$ cat src/rtl/id_ex_operand_stage_if.sv
// ID->EX operand stage bus: ID handshake, forwarding sources and
// registered ALU-side outputs.
interface id_ex_operand_stage_if #(
  parameter int XLEN   = 32,
  parameter int REG_AW = 5
);
  logic              id_valid;
  logic              id_ready;
  logic [REG_AW-1:0] id_rs1;
  logic [REG_AW-1:0] id_rs2;
  logic [XLEN-1:0]   id_rs1_data;
  logic [XLEN-1:0]   id_rs2_data;
  logic [XLEN-1:0]   id_imm;
  logic              id_alu_src;
  logic              id_uses_rs2;
  logic [3:0]        id_alu_ctrl;
  logic [REG_AW-1:0] id_rd;
  logic              id_reg_write;
  logic              id_mem_read;
  logic              id_mem_write;
  logic              flush;
  logic              exmem_reg_write;
  logic [REG_AW-1:0] exmem_rd;
  logic [XLEN-1:0]   exmem_result;
  logic              memwb_reg_write;
  logic [REG_AW-1:0] memwb_rd;
  logic [XLEN-1:0]   memwb_result;
  logic              ex_ready;
  logic              ex_valid;
  logic [XLEN-1:0]   ex_a;
  logic [XLEN-1:0]   ex_b;
  logic [XLEN-1:0]   ex_store_data;
  logic [3:0]        ex_alu_ctrl;
  logic [REG_AW-1:0] ex_rd;
  logic              ex_reg_write;
  logic              ex_mem_read;
  logic              ex_mem_write;

  modport master (
    output id_valid, id_rs1, id_rs2,
    output id_rs1_data, id_rs2_data,
    output id_imm, id_alu_src, id_uses_rs2,
    output id_alu_ctrl, id_rd,
    output id_reg_write, id_mem_read,
    output id_mem_write, flush,
    output exmem_reg_write, exmem_rd,
    output exmem_result,
    output memwb_reg_write, memwb_rd,
    output memwb_result, ex_ready,
    input  id_ready, ex_valid, ex_a, ex_b,
    input  ex_store_data, ex_alu_ctrl,
    input  ex_rd, ex_reg_write,
    input  ex_mem_read, ex_mem_write
  );

  modport slave (
    input  id_valid, id_rs1, id_rs2,
    input  id_rs1_data, id_rs2_data,
    input  id_imm, id_alu_src, id_uses_rs2,
    input  id_alu_ctrl, id_rd,
    input  id_reg_write, id_mem_read,
    input  id_mem_write, flush,
    input  exmem_reg_write, exmem_rd,
    input  exmem_result,
    input  memwb_reg_write, memwb_rd,
    input  memwb_result, ex_ready,
    output id_ready, ex_valid, ex_a, ex_b,
    output ex_store_data, ex_alu_ctrl,
    output ex_rd, ex_reg_write,
    output ex_mem_read, ex_mem_write
  );
endinterface

$ cat src/rtl/id_ex_operand_stage.sv
// ID/EX pipeline register with operand forwarding, immediate select
// and load-use hazard stall in front of the ALU.
module id_ex_operand_stage #(
  parameter int XLEN   = 32,
  parameter int REG_AW = 5
) (
  input logic                  clk,
  input logic                  rst_n,
  id_ex_operand_stage_if.slave bus
);

  typedef struct packed {
    logic [XLEN-1:0]   a;
    logic [XLEN-1:0]   b;
    logic [XLEN-1:0]   sd;
    logic [3:0]        ctrl;
    logic [REG_AW-1:0] rd;
    logic              rw;
    logic              mr;
    logic              mw;
  } id_ex_t;

  id_ex_t          ex_q;
  id_ex_t          ex_d;
  logic            ex_valid_q;
  logic            hz;
  logic            ready;
  logic            accept;
  logic [XLEN-1:0] fwd1;
  logic [XLEN-1:0] fwd2;

  assign hz = ex_valid_q & ex_q.mr & (ex_q.rd != '0)
            & ((ex_q.rd == bus.id_rs1)
            | (bus.id_uses_rs2 & (ex_q.rd == bus.id_rs2)));

  assign ready  = ~hz & (~ex_valid_q | bus.ex_ready);
  assign accept = bus.id_valid & ready & ~bus.flush;

  // EX/MEM wins over MEM/WB; x0 never forwards
  always_comb begin
    fwd1 = bus.id_rs1_data;
    if (bus.exmem_reg_write && bus.exmem_rd != '0
        && bus.exmem_rd == bus.id_rs1)
      fwd1 = bus.exmem_result;
    else if (bus.memwb_reg_write && bus.memwb_rd != '0
        && bus.memwb_rd == bus.id_rs1)
      fwd1 = bus.memwb_result;
  end

  always_comb begin
    fwd2 = bus.id_rs2_data;
    if (bus.exmem_reg_write && bus.exmem_rd != '0
        && bus.exmem_rd == bus.id_rs2)
      fwd2 = bus.exmem_result;
    else if (bus.memwb_reg_write && bus.memwb_rd != '0
        && bus.memwb_rd == bus.id_rs2)
      fwd2 = bus.memwb_result;
  end

  always_comb begin
    ex_d      = '0;
    ex_d.a    = fwd1;
    ex_d.b    = bus.id_alu_src ? bus.id_imm : fwd2;
    ex_d.sd   = fwd2;
    ex_d.ctrl = bus.id_alu_ctrl;
    ex_d.rd   = bus.id_rd;
    ex_d.rw   = bus.id_reg_write;
    ex_d.mr   = bus.id_mem_read;
    ex_d.mw   = bus.id_mem_write;
  end

  // flush beats hold; a bubble clears only valid and control bits
  always_ff @(posedge clk or negedge rst_n) begin
    if (!rst_n) begin
      ex_valid_q <= 1'b0;
      ex_q       <= '0;
    end else if (accept) begin
      ex_valid_q <= 1'b1;
      ex_q       <= ex_d;
    end else if (bus.flush | ~ex_valid_q | bus.ex_ready) begin
      ex_valid_q <= 1'b0;
      ex_q.rw    <= 1'b0;
      ex_q.mr    <= 1'b0;
      ex_q.mw    <= 1'b0;
    end
  end

  assign bus.id_ready      = ready;
  assign bus.ex_valid      = ex_valid_q;
  assign bus.ex_a          = ex_q.a;
  assign bus.ex_b          = ex_q.b;
  assign bus.ex_store_data = ex_q.sd;
  assign bus.ex_alu_ctrl   = ex_q.ctrl;
  assign bus.ex_rd         = ex_q.rd;
  assign bus.ex_reg_write  = ex_q.rw;
  assign bus.ex_mem_read   = ex_q.mr;
  assign bus.ex_mem_write  = ex_q.mw;

endmodule

$ cat src/flat_wrapper.sv
// flat-port wrapper written by rule: the top's interface ports become plain ports
module id_ex_operand_stage_flat 
#(
  parameter int XLEN   = 32,
  parameter int REG_AW = 5
)
  (clk, rst_n, bus_id_valid, bus_id_rs1, bus_id_rs2, bus_id_rs1_data, bus_id_rs2_data, bus_id_imm, bus_id_alu_src, bus_id_uses_rs2, bus_id_alu_ctrl, bus_id_rd, bus_id_reg_write, bus_id_mem_read, bus_id_mem_write, bus_flush, bus_exmem_reg_write, bus_exmem_rd, bus_exmem_result, bus_memwb_reg_write, bus_memwb_rd, bus_memwb_result, bus_ex_ready, bus_id_ready, bus_ex_valid, bus_ex_a, bus_ex_b, bus_ex_store_data, bus_ex_alu_ctrl, bus_ex_rd, bus_ex_reg_write, bus_ex_mem_read, bus_ex_mem_write);
  id_ex_operand_stage_if #(.XLEN(XLEN), .REG_AW(REG_AW)) bus_i ();
  input logic clk;
  input logic rst_n;
  input wire logic [$bits(bus_i.id_valid)-1:0] bus_id_valid;
  input wire logic [$bits(bus_i.id_rs1)-1:0] bus_id_rs1;
  input wire logic [$bits(bus_i.id_rs2)-1:0] bus_id_rs2;
  input wire logic [$bits(bus_i.id_rs1_data)-1:0] bus_id_rs1_data;
  input wire logic [$bits(bus_i.id_rs2_data)-1:0] bus_id_rs2_data;
  input wire logic [$bits(bus_i.id_imm)-1:0] bus_id_imm;
  input wire logic [$bits(bus_i.id_alu_src)-1:0] bus_id_alu_src;
  input wire logic [$bits(bus_i.id_uses_rs2)-1:0] bus_id_uses_rs2;
  input wire logic [$bits(bus_i.id_alu_ctrl)-1:0] bus_id_alu_ctrl;
  input wire logic [$bits(bus_i.id_rd)-1:0] bus_id_rd;
  input wire logic [$bits(bus_i.id_reg_write)-1:0] bus_id_reg_write;
  input wire logic [$bits(bus_i.id_mem_read)-1:0] bus_id_mem_read;
  input wire logic [$bits(bus_i.id_mem_write)-1:0] bus_id_mem_write;
  input wire logic [$bits(bus_i.flush)-1:0] bus_flush;
  input wire logic [$bits(bus_i.exmem_reg_write)-1:0] bus_exmem_reg_write;
  input wire logic [$bits(bus_i.exmem_rd)-1:0] bus_exmem_rd;
  input wire logic [$bits(bus_i.exmem_result)-1:0] bus_exmem_result;
  input wire logic [$bits(bus_i.memwb_reg_write)-1:0] bus_memwb_reg_write;
  input wire logic [$bits(bus_i.memwb_rd)-1:0] bus_memwb_rd;
  input wire logic [$bits(bus_i.memwb_result)-1:0] bus_memwb_result;
  input wire logic [$bits(bus_i.ex_ready)-1:0] bus_ex_ready;
  output wire logic [$bits(bus_i.id_ready)-1:0] bus_id_ready;
  output wire logic [$bits(bus_i.ex_valid)-1:0] bus_ex_valid;
  output wire logic [$bits(bus_i.ex_a)-1:0] bus_ex_a;
  output wire logic [$bits(bus_i.ex_b)-1:0] bus_ex_b;
  output wire logic [$bits(bus_i.ex_store_data)-1:0] bus_ex_store_data;
  output wire logic [$bits(bus_i.ex_alu_ctrl)-1:0] bus_ex_alu_ctrl;
  output wire logic [$bits(bus_i.ex_rd)-1:0] bus_ex_rd;
  output wire logic [$bits(bus_i.ex_reg_write)-1:0] bus_ex_reg_write;
  output wire logic [$bits(bus_i.ex_mem_read)-1:0] bus_ex_mem_read;
  output wire logic [$bits(bus_i.ex_mem_write)-1:0] bus_ex_mem_write;
  assign bus_i.id_valid = bus_id_valid;
  assign bus_i.id_rs1 = bus_id_rs1;
  assign bus_i.id_rs2 = bus_id_rs2;
  assign bus_i.id_rs1_data = bus_id_rs1_data;
  assign bus_i.id_rs2_data = bus_id_rs2_data;
  assign bus_i.id_imm = bus_id_imm;
  assign bus_i.id_alu_src = bus_id_alu_src;
  assign bus_i.id_uses_rs2 = bus_id_uses_rs2;
  assign bus_i.id_alu_ctrl = bus_id_alu_ctrl;
  assign bus_i.id_rd = bus_id_rd;
  assign bus_i.id_reg_write = bus_id_reg_write;
  assign bus_i.id_mem_read = bus_id_mem_read;
  assign bus_i.id_mem_write = bus_id_mem_write;
  assign bus_i.flush = bus_flush;
  assign bus_i.exmem_reg_write = bus_exmem_reg_write;
  assign bus_i.exmem_rd = bus_exmem_rd;
  assign bus_i.exmem_result = bus_exmem_result;
  assign bus_i.memwb_reg_write = bus_memwb_reg_write;
  assign bus_i.memwb_rd = bus_memwb_rd;
  assign bus_i.memwb_result = bus_memwb_result;
  assign bus_i.ex_ready = bus_ex_ready;
  assign bus_id_ready = bus_i.id_ready;
  assign bus_ex_valid = bus_i.ex_valid;
  assign bus_ex_a = bus_i.ex_a;
  assign bus_ex_b = bus_i.ex_b;
  assign bus_ex_store_data = bus_i.ex_store_data;
  assign bus_ex_alu_ctrl = bus_i.ex_alu_ctrl;
  assign bus_ex_rd = bus_i.ex_rd;
  assign bus_ex_reg_write = bus_i.ex_reg_write;
  assign bus_ex_mem_read = bus_i.ex_mem_read;
  assign bus_ex_mem_write = bus_i.ex_mem_write;
  id_ex_operand_stage #(.XLEN(XLEN), .REG_AW(REG_AW)) u_core (.clk(clk), .rst_n(rst_n), .bus(bus_i));
endmodule
$ cat config.mk
export PLATFORM = sky130hd
export DESIGN_NAME = id_ex_operand_stage_flat
export DESIGN_NICKNAME = d
export VERILOG_FILES = /design/src/rtl/id_ex_operand_stage_if.sv /design/src/rtl/id_ex_operand_stage.sv /design/src/flat_wrapper.sv
export SDC_FILE = /design/constraint.sdc
export NUM_CORES = 1
export LEC_CHECK = 0
export ABC_AREA = 1
export CAP_MARGIN = 20
export CORE_AREA = 3 3 119 121
export CTS_CLUSTER_SIZE = 16
export DETAILED_ROUTE_END_ITERATION = 8
export DIE_AREA = 0 0 122 124
export DONT_BUFFER_PORTS = 1
export PLACE_DENSITY = 0.68
export REMOVE_ABC_BUFFERS = 1
export SYNTH_ARGS = -nofsm -noshare
export SYNTH_HDL_FRONTEND = slang
export SYNTH_SLANG_ARGS = --single-unit
$ cat constraint.sdc
create_clock -name clk -period 2.01 [get_ports clk]
set_clock_uncertainty 0.2 [all_clocks]
set_input_delay 0.402 -clock clk [delete_from_list [all_inputs] [get_ports clk]]
set_output_delay 0.402 -clock clk [all_outputs]
set_load 0.005 [all_outputs]
==> summary.md, run 1 <==
| Metric | Value |
|---|---|
| Die ar. | `roughly 15000 um^2` |
| Clk_lat worst skew | `between 300 and 400 ps` |
| Clock tree buffer depth | `2` |
| Syn Area/Cell | `~6.3 um^2` |
| Worst hold slack | `-456.9 ps` |
| Warnings, synthesis | `0` |
| Synth cell types | `21` |
| Hold/Removal Path Class | `in -> async` |
| FF+latch count, synth | `roughly 110` |
| Status | `complete, but fails checks` |
| Cell Area, Placed | `approximately 7500 um^2` |
| Predominant post-synthesis flop cell | `dfrtp_1` |
| Row count | `42` |
| Crit path cell chain | `inv_2 > buf_4 > buf_4 > buf_4 > buf_4 > buf_4 > buf_4 > buf_4 > buf_4 > buf_4 > buf_4 > o21ai_1` |
| Critical-path maximum fanout | `5` |
| P&R area growth vs syn | `17.73%` |
| Worst Tran Pin Value | `367.3 ps` |
| Top Usage Layer GRT | `met2` |
| DRT Wirelength | `around 24000 um` |
| Post-synth top area share | `between 30 and 40%` |
| # Max-Cap Violations | `0` |
| Worst path required time | `around 2100 ps` |
| Top-count cell post-synth | `nand2_1` |
| Leading post-synthesis cells by cell area | `dfrtp_1, nand2_1, nand3_1` |
| IO buf count | `0` |
| Highest Clock Rate | `482.2 MHz` |
| VDD IR max | `0.5261 mV` |
| Seq/Total Area, Yosys | `around two fifths` |
| Largest net degree at the start of global routing | `110` |
| Worst Setup SP | `u_core.bus.ex_rd[4]` |
| Post-layout minimum cycle time | `between 2000 and 2500 ps` |
| Pwr dens | `around 750 nW/um^2` |
| Post-route setup slack | `-63.83 ps` |
| H-Tree Depth | `3` |
| Final setup vio count | `4` |
| Drt pass-1 iters | `5` |
| ANT cells | `0` |
| Drt wl/cell | `18.53 um` |
| Final instance area | `approximately 8300 um^2` |
| DR vias/cell | `approximately 5.6` |
| Crit path max-delay cell type | `dfrtp_2` |
| DRC viols | `0` |
| Worst EP arrival | `between 2000 and 2500 ps` |
| CP max stage delay | `420 ps` |
| Synth Instances | `approximately 1100` |
| Crit path top cell by count | `buf_4` |
| Ys async rst share | `100.0%` |
| Vias | `roughly 7300` |
| Dominant cell type by area after synthesis | `dfrtp_1` |
| M1 GR Usage | `around 36%` |
| CTS sink count | `roughly 110` |
| CTS tree | `yes` |
| Die Width | `between 100 and 150 um` |
| Failing checks | `negative hold slack, negative setup slack` |
| Crit. End Element | `flip-flop` |
| Post-synth EDFFs | `0` |
| Max-slew violation count | `0` |
| Max_slew headroom | `between 70 and 80%` |
| I/O pin total | `between 300 and 400` |
| CTS Root Cell | `clkbuf_16` |
| CP Launch Type | `flip-flop` |
| DP Wirelength | `about 17000 um` |
| Vias in the first global route | `around 7000` |
| Final RePlAce weighted congestion | `roughly 0.84` |
| Die Y | `~120 um` |
| Post-synth top cells | `nand2_1, nand3_1, inv_1` |
| Antenna-violating nets left | `0` |
| NumNets Final | `1340` |
| Starting Density | `between 50% and 60%` |
| Critical path type | `reg -> reg` |
| Worst R2R Start | `u_core.bus.ex_rd[4]` |
| Met2 GRT Util | `53.42%` |
| GRT overflow | `0` |
| Final Hold Viols | `~110` |
| Clock slew at reported path FFs | `about 70 ps` |
| Initial antenna violation count | `0` |
| Layout cells sized above 1 | `approximately an eighth` |
| Number of DRC markers in iteration 0 | `just over 500` |
| Tot GR Track Use | `30.67%` |
| Core area | `13190 um^2` |
| Cts bufs inserted | `9` |
| Hold_buf cts | `12` |
| Synth Cell Area | `7027 um^2` |
| Final period util | `103.2%` |
| First-pass GRT wire length | `approximately 36000 um` |
| Met3 Use GR | `7.902%` |
| Leakage | `between 4 and 5 nW` |
| RSZ-0062 raised after global routing | `true` |
==> metrics by stage <==
stage | worst slack [ps] | instances | TNS (ps) | power, mW | util [%]
floorplan | -1975 | 1049 | -185370 | 3.567 | -
global placement | 56.83 | 1273 | 0 | 4.042 | 56.97
detailed placement | 39.21 | 1273 | 0 | 4.067 | 56.97
CTS | -77.23 | 1312 | -112.4 | 6.112 | 61.13
global route | -166.0 | 1318 | -8338 | 6.463 | 62.72
finish | -63.83 | 1318 | -129.9 | 6.168 | 62.72
==> power breakdown <==
group / switching, mW / internal [mW] / total (mW) / leakage, nW
registers: 0.359 / 2.55 / 2.91 / 1.35
clock network: 0.822 / 1.15 / 1.98 / 0.158
logic: 0.741 / 0.540 / 1.28 / 3.19
total: 1.92 / 4.25 / 6.17 / 4.69
==> area by class of cell <==
cell class                 instances  area [um^2]
inverter                         120        452.9
tap                              176        220.2
clock buffer                      11        252.7
timing repair buffer              79        893.4
multi-input combinational        820         3654
fill                            1260         4917
sequential                       109         2731
clock inverter                     3        68.82
==> critical path, delay by kind of cell (launching register included) <==
| kind | cells | cell delay, ps |
|---|---|---|
| DFF | 1 | 420 |
| AOI/OAI and AO/OA | 1 | 110 |
| buffers and inverters | 11 | 1280 |
==> state kept, by name, summed over array words and instances, names as in the netlist <==
register	count
u_core.bus.ex_mem_read	1
u_core.bus.ex_mem_write	1
u_core.bus.ex_alu_ctrl	4
u_core.bus.ex_a	32
u_core.bus.ex_valid	1
u_core.bus.ex_rd	5
u_core.bus.ex_b	32
u_core.bus.ex_store_data	32
u_core.bus.ex_reg_write	1
==> layer usage <==
metal / share of wire, % / vias to the layer above
li1: - / 3482
met1: 37 / 3386
met2: 49 / 426
met3: 11 / 54
met4: 2.8 / 0
met5: 0 / -
==> placed cells by master (no fill, tap or decap) <==
cell | Yosys | routed
nand2_1 | 502 | 490
nand3_1 | 167 | 166
inv_1 | 115 | 110
dfrtp_1 | 109 | 106
nor2_1 | 78 | 58
buf_4 | 7 | 44
nand4_1 | 32 | 32
nor2_2 | 3 | 17
buf_12 | 0 | 14
xor2_1 | 13 | 13
nand2_2 | 0 | 12
clkbuf_16 | 0 | 12
dlygate4sd3_1 | 0 | 12
inv_2 | 5 | 9
xnor2_1 | 9 | 9
o21ai_1 | 6 | 6
nor2_4 | 0 | 6
o21ai_0 | 4 | 4
buf_6 | 1 | 4
dfrtp_2 | 0 | 3
nand3b_1 | 2 | 2
bufinv_16 | 0 | 2
clkbuf_8 | 0 | 2
nor3_2 | 1 | 1
nand3_2 | 1 | 1
nor3_4 | 0 | 1
nand3_4 | 0 | 1
inv_4 | 0 | 1
nor3_1 | 2 | 1
inv_6 | 0 | 1
buf_16 | 0 | 1
buf_8 | 0 | 1
==> cells by family (layout without fill, tap and decap cells) <==
family | after synthesis | in the layout | share of synthesized area (%)
flops | 109 | 109 | 38.82
buf+inv | 184 | 213 | 11.09
xor+xnor | 22 | 22 | 2.742
simple gates | 788 | 788 | 46.63
compound gates | 10 | 10 | 0.7123
==> final timing paths <==
path                                                end  depth (start not counted)  slack (ps)
hold / removal             u_core.bus.ex_store_data[20]                          0        -460
setup / recovery                    u_core.bus.ex_rd[4]                         12         -60
min in group clk                    u_core.bus.ex_a[23]                          4          50
max in group asynchronous           u_core.bus.ex_rd[4]                          0        1890
setup reg to reg                    u_core.bus.ex_rd[4]                         12         -60
hold reg to reg                     u_core.bus.ex_b[12]                          2         310
==> timing repair <==
item                                    CTS  global route
setup buffers                            13             3
hold endpoints to repair                121           109
gates cloned                              0             3
pin swaps                                 7             5
gates resized for setup                   6            42
endpoints found under the setup margin    1           106
Note: power is estimated with default switching activity, not from simulation.
==> run 2, diff against run 1 <==
--- a/config.mk
+++ b/config.mk
@@ -6,7 +6,7 @@
 export NUM_CORES = 1
 export LEC_CHECK = 0
 export ABC_AREA = 1
-export CAP_MARGIN = 20
+export CAP_MARGIN = 25
 export CORE_AREA = 3 3 119 121
 export CTS_CLUSTER_SIZE = 16
 export DETAILED_ROUTE_END_ITERATION = 8
==> results of run 2 <==
The final DEF is identical to that of run 1; final timing and power are the same.
==> run 3, diff against run 2 <==
--- a/config.mk
+++ b/config.mk
@@ -7,13 +7,14 @@
 export LEC_CHECK = 0
 export ABC_AREA = 1
 export CAP_MARGIN = 25
-export CORE_AREA = 3 3 119 121
+export CORE_AREA = 2 2 122 124
 export CTS_CLUSTER_SIZE = 16
 export DETAILED_ROUTE_END_ITERATION = 8
-export DIE_AREA = 0 0 122 124
+export DIE_AREA = 0 0 124 126
 export DONT_BUFFER_PORTS = 1
-export PLACE_DENSITY = 0.68
 export REMOVE_ABC_BUFFERS = 1
+export SKIP_CTS_REPAIR_TIMING = 1
+export SLEW_MARGIN = 30
 export SYNTH_ARGS = -nofsm -noshare
 export SYNTH_HDL_FRONTEND = slang
 export SYNTH_SLANG_ARGS = --single-unit
==> summary.md, run 3 (synthesis gave the netlist of run 1 again) <==
| Metric | Value |
|---|---|
| M1 GR Usage | `37.62% (+1.2 points)` |
| Worst hold slack | `-463.9 ps (-7.039 ps)` |
| Layout cells sized above 1 | `7.493% (-4.2 points)` |
| Final setup vio count | `1 (-3)` |
| Worst R2R Start | `u_core.bus.ex_rd[3]` |
| Highest Clock Rate | `496.4 MHz (+2.9%)` |
| Logic pwr share | `19.6% (-1.2 points)` |
| Row count | `44 (+4.8%)` |
| Drt pass-1 iters | `5 (unchanged)` |
| Clk_lat worst skew | `350 ps (about the same)` |
| # Max-Cap Violations | `0 (unchanged)` |
| Reg2reg setup slack | `90 ps (+150 ps)` |
| Placed cells | `1274 (+0.079%)` |
| Worst Setup SP | `u_core.bus.ex_rd[1]` |
| Clock slew at reported path FFs | `70 ps (about the same)` |
| Post-layout util | `55.45% (-7.3 points)` |
| IO buf count | `0 (unchanged)` |
| Cts bufs inserted | `9 (unchanged)` |
| I/O pin total | `311 (unchanged)` |
| Post-route insts no fill | `1305 (-0.99%)` |
| ANT cells | `0 (unchanged)` |
| First-pass GRT wire length | `36780 um (+1.6%)` |
| Most common cell after layout, fill and taps aside | `nand2_1` |
| Cell Area, Placed | `7412 um^2 (-1.4%)` |
| P_int | `3.998 mW (-5.8%)` |
| Core area | `14310 um^2 (+8.5%)` |
| NumNets Final | `1319 (-1.6%)` |
| Failing checks | `negative hold slack, negative setup slack` |
| Post-layout minimum cycle time | `2014 ps (-59.42 ps)` |
| Reg-to-Reg End | `u_core.bus.ex_a[28]` |
| Vias in the first global route | `6844 (-2.4%)` |
| Hold/Removal Path Class | `in -> async` |
| Worst r2r path cells | `10 (-2)` |
| Critical path type | `reg -> out` |
| Post-route setup slack | `-4.410 ps (+59.42 ps)` |
| Setup TNS | `-4.410 ps (+125.5 ps)` |
| Die Y | `126 um (+1.6%)` |
| Max_slew headroom | `72.33% (-3.2 points)` |
| GRT overflow | `0 (unchanged)` |
| Worst path required time | `1410 ps (-680 ps)` |
| H-Tree Depth | `3 (unchanged)` |
| Sequential share of power | `49.4% (+2.2 points)` |
| Place WS | `80.42 ps (+41.21 ps)` |
| Met3 Use GR | `9.420% (+1.5 points)` |
| Antenna-violating nets left | `0 (unchanged)` |
| Die ar. | `15620 um^2 (+3.3%)` |
| Critical-path maximum fanout | `4 (-1)` |
| Crit. End Element | `output port` |
| Status | `complete, but fails checks` |
| Initial antenna violation count | `0 (unchanged)` |
| Starting Density | `49.09% (-4.2 points)` |
| Net Sw Power | `1.868 mW (-2.8%)` |
| Worst Tran Pin Value | `415.0 ps (+47.72 ps)` |
| Max-slew violation count | `0 (unchanged)` |
| Final Power | `5.866 mW (-4.9%)` |
| Net Sw Frac | `31.84% (+0.68 points)` |
| P&R area growth vs syn | `12.95%` |
| Worst EP arrival | `1410 ps (-740 ps)` |
| Largest net degree at the start of global routing | `110 (unchanged)` |
| Pwr dens | `739.2 nW/um^2 (-0.86%)` |
| Leakage | `4.551 nW (-3.0%)` |
| RSZ-0062 raised after global routing | `true` |
| Final instance area | `7936 um^2 (-4.1%)` |
| CP Launch Type | `flip-flop` |
| Final RePlAce weighted congestion | `0.8362 (-0.81%)` |
| Die Width | `124 um (+1.6%)` |
| CTS Root Cell | `clkbuf_16` |
| VDD IR max | `0.3692 mV (-30%)` |
| Clk network pwr share | `31.0% (-1.0 points)` |
| Drt wl/cell | `18.62 um (+0.52%)` |
| CTS tree | `yes` |
| Number of DRC markers in iteration 0 | `417 (-19%)` |
| Final Hold Viols | `110 (+0.92%)` |
| Clock tree buffer depth | `2 (unchanged)` |
| DRT Wirelength | `24300 um (-0.47%)` |
| Final period util | `100.2% (-3.0 points)` |
| DRC viols | `0 (unchanged)` |
| DP Wirelength | `16820 um (+1.0%)` |
| Vias | `7050 (-4.1%)` |
| Top Usage Layer GRT | `met2` |
| DR vias/cell | `5.402 (-3.1%)` |
| Tot GR Track Use | `30.38% (-0.28 points)` |
| Highest-count cells in the layout ignoring fill and taps | `nand2_1, nand3_1, inv_1, dfrtp_1, nor2_1` |
| Met2 GRT Util | `50.45% (-3.0 points)` |
| CTS sink count | `109 (unchanged)` |
==> run 3: worst max path at each step <==
stage                                endpoint  slack, ps  cells after the start
final                            bus_id_ready         -4                      7
after global routing             bus_id_ready       -120                      9
after CTS                        bus_id_ready        -60                      9
after detailed placement  u_core.bus.ex_b[23]         80                     12
after global placement    u_core.bus.ex_b[24]        140                     12
after floorplan           u_core.bus.ex_rd[0]      -1970                      8
==> run 3: critical path, cell delays in order (launching register included) <==
cell	delay [ps]
dfrtp_1	420
xor2_1	150
nor2_1	130
nand3_1	80
nand2_1	80
nand2_2	80
nand2_2	70
inv_2	40
==> run 3: power by group through the flow <==
| stage | combinational (mW) | sequential, mW | clock (mW) |
|---|---|---|---|
| after floorplan | 0.755 | 2.81 | 0 |
| after global placement | 1.07 | 2.94 | 0 |
| after detailed placement | 1.08 | 2.93 | 0 |
| after CTS | 1.09 | 2.90 | 1.84 |
| after global routing | 1.32 | 2.95 | 1.92 |
| final | 1.15 | 2.90 | 1.82 |
==> run 3: routing by layer <==
layer | wire (um) | vias up
met3 | 2455 | 26
li1 | - | 3445
met5 | 0 | -
met2 | 11610 | 312
met1 | 9795 | 3267
met4 | 445 | 0
==> run 3: cell type report <==
type,count,area (um^2)
Clock buffer,12,246.5
Sequential cell,109,2729
Tap cell,184,230.2
Fill cell,1466,6377
Inverter,120,457.9
Clock inverter,2,35.03
Multi-Input combinational cell,820,3586
Timing Repair Buffer,58,651.9
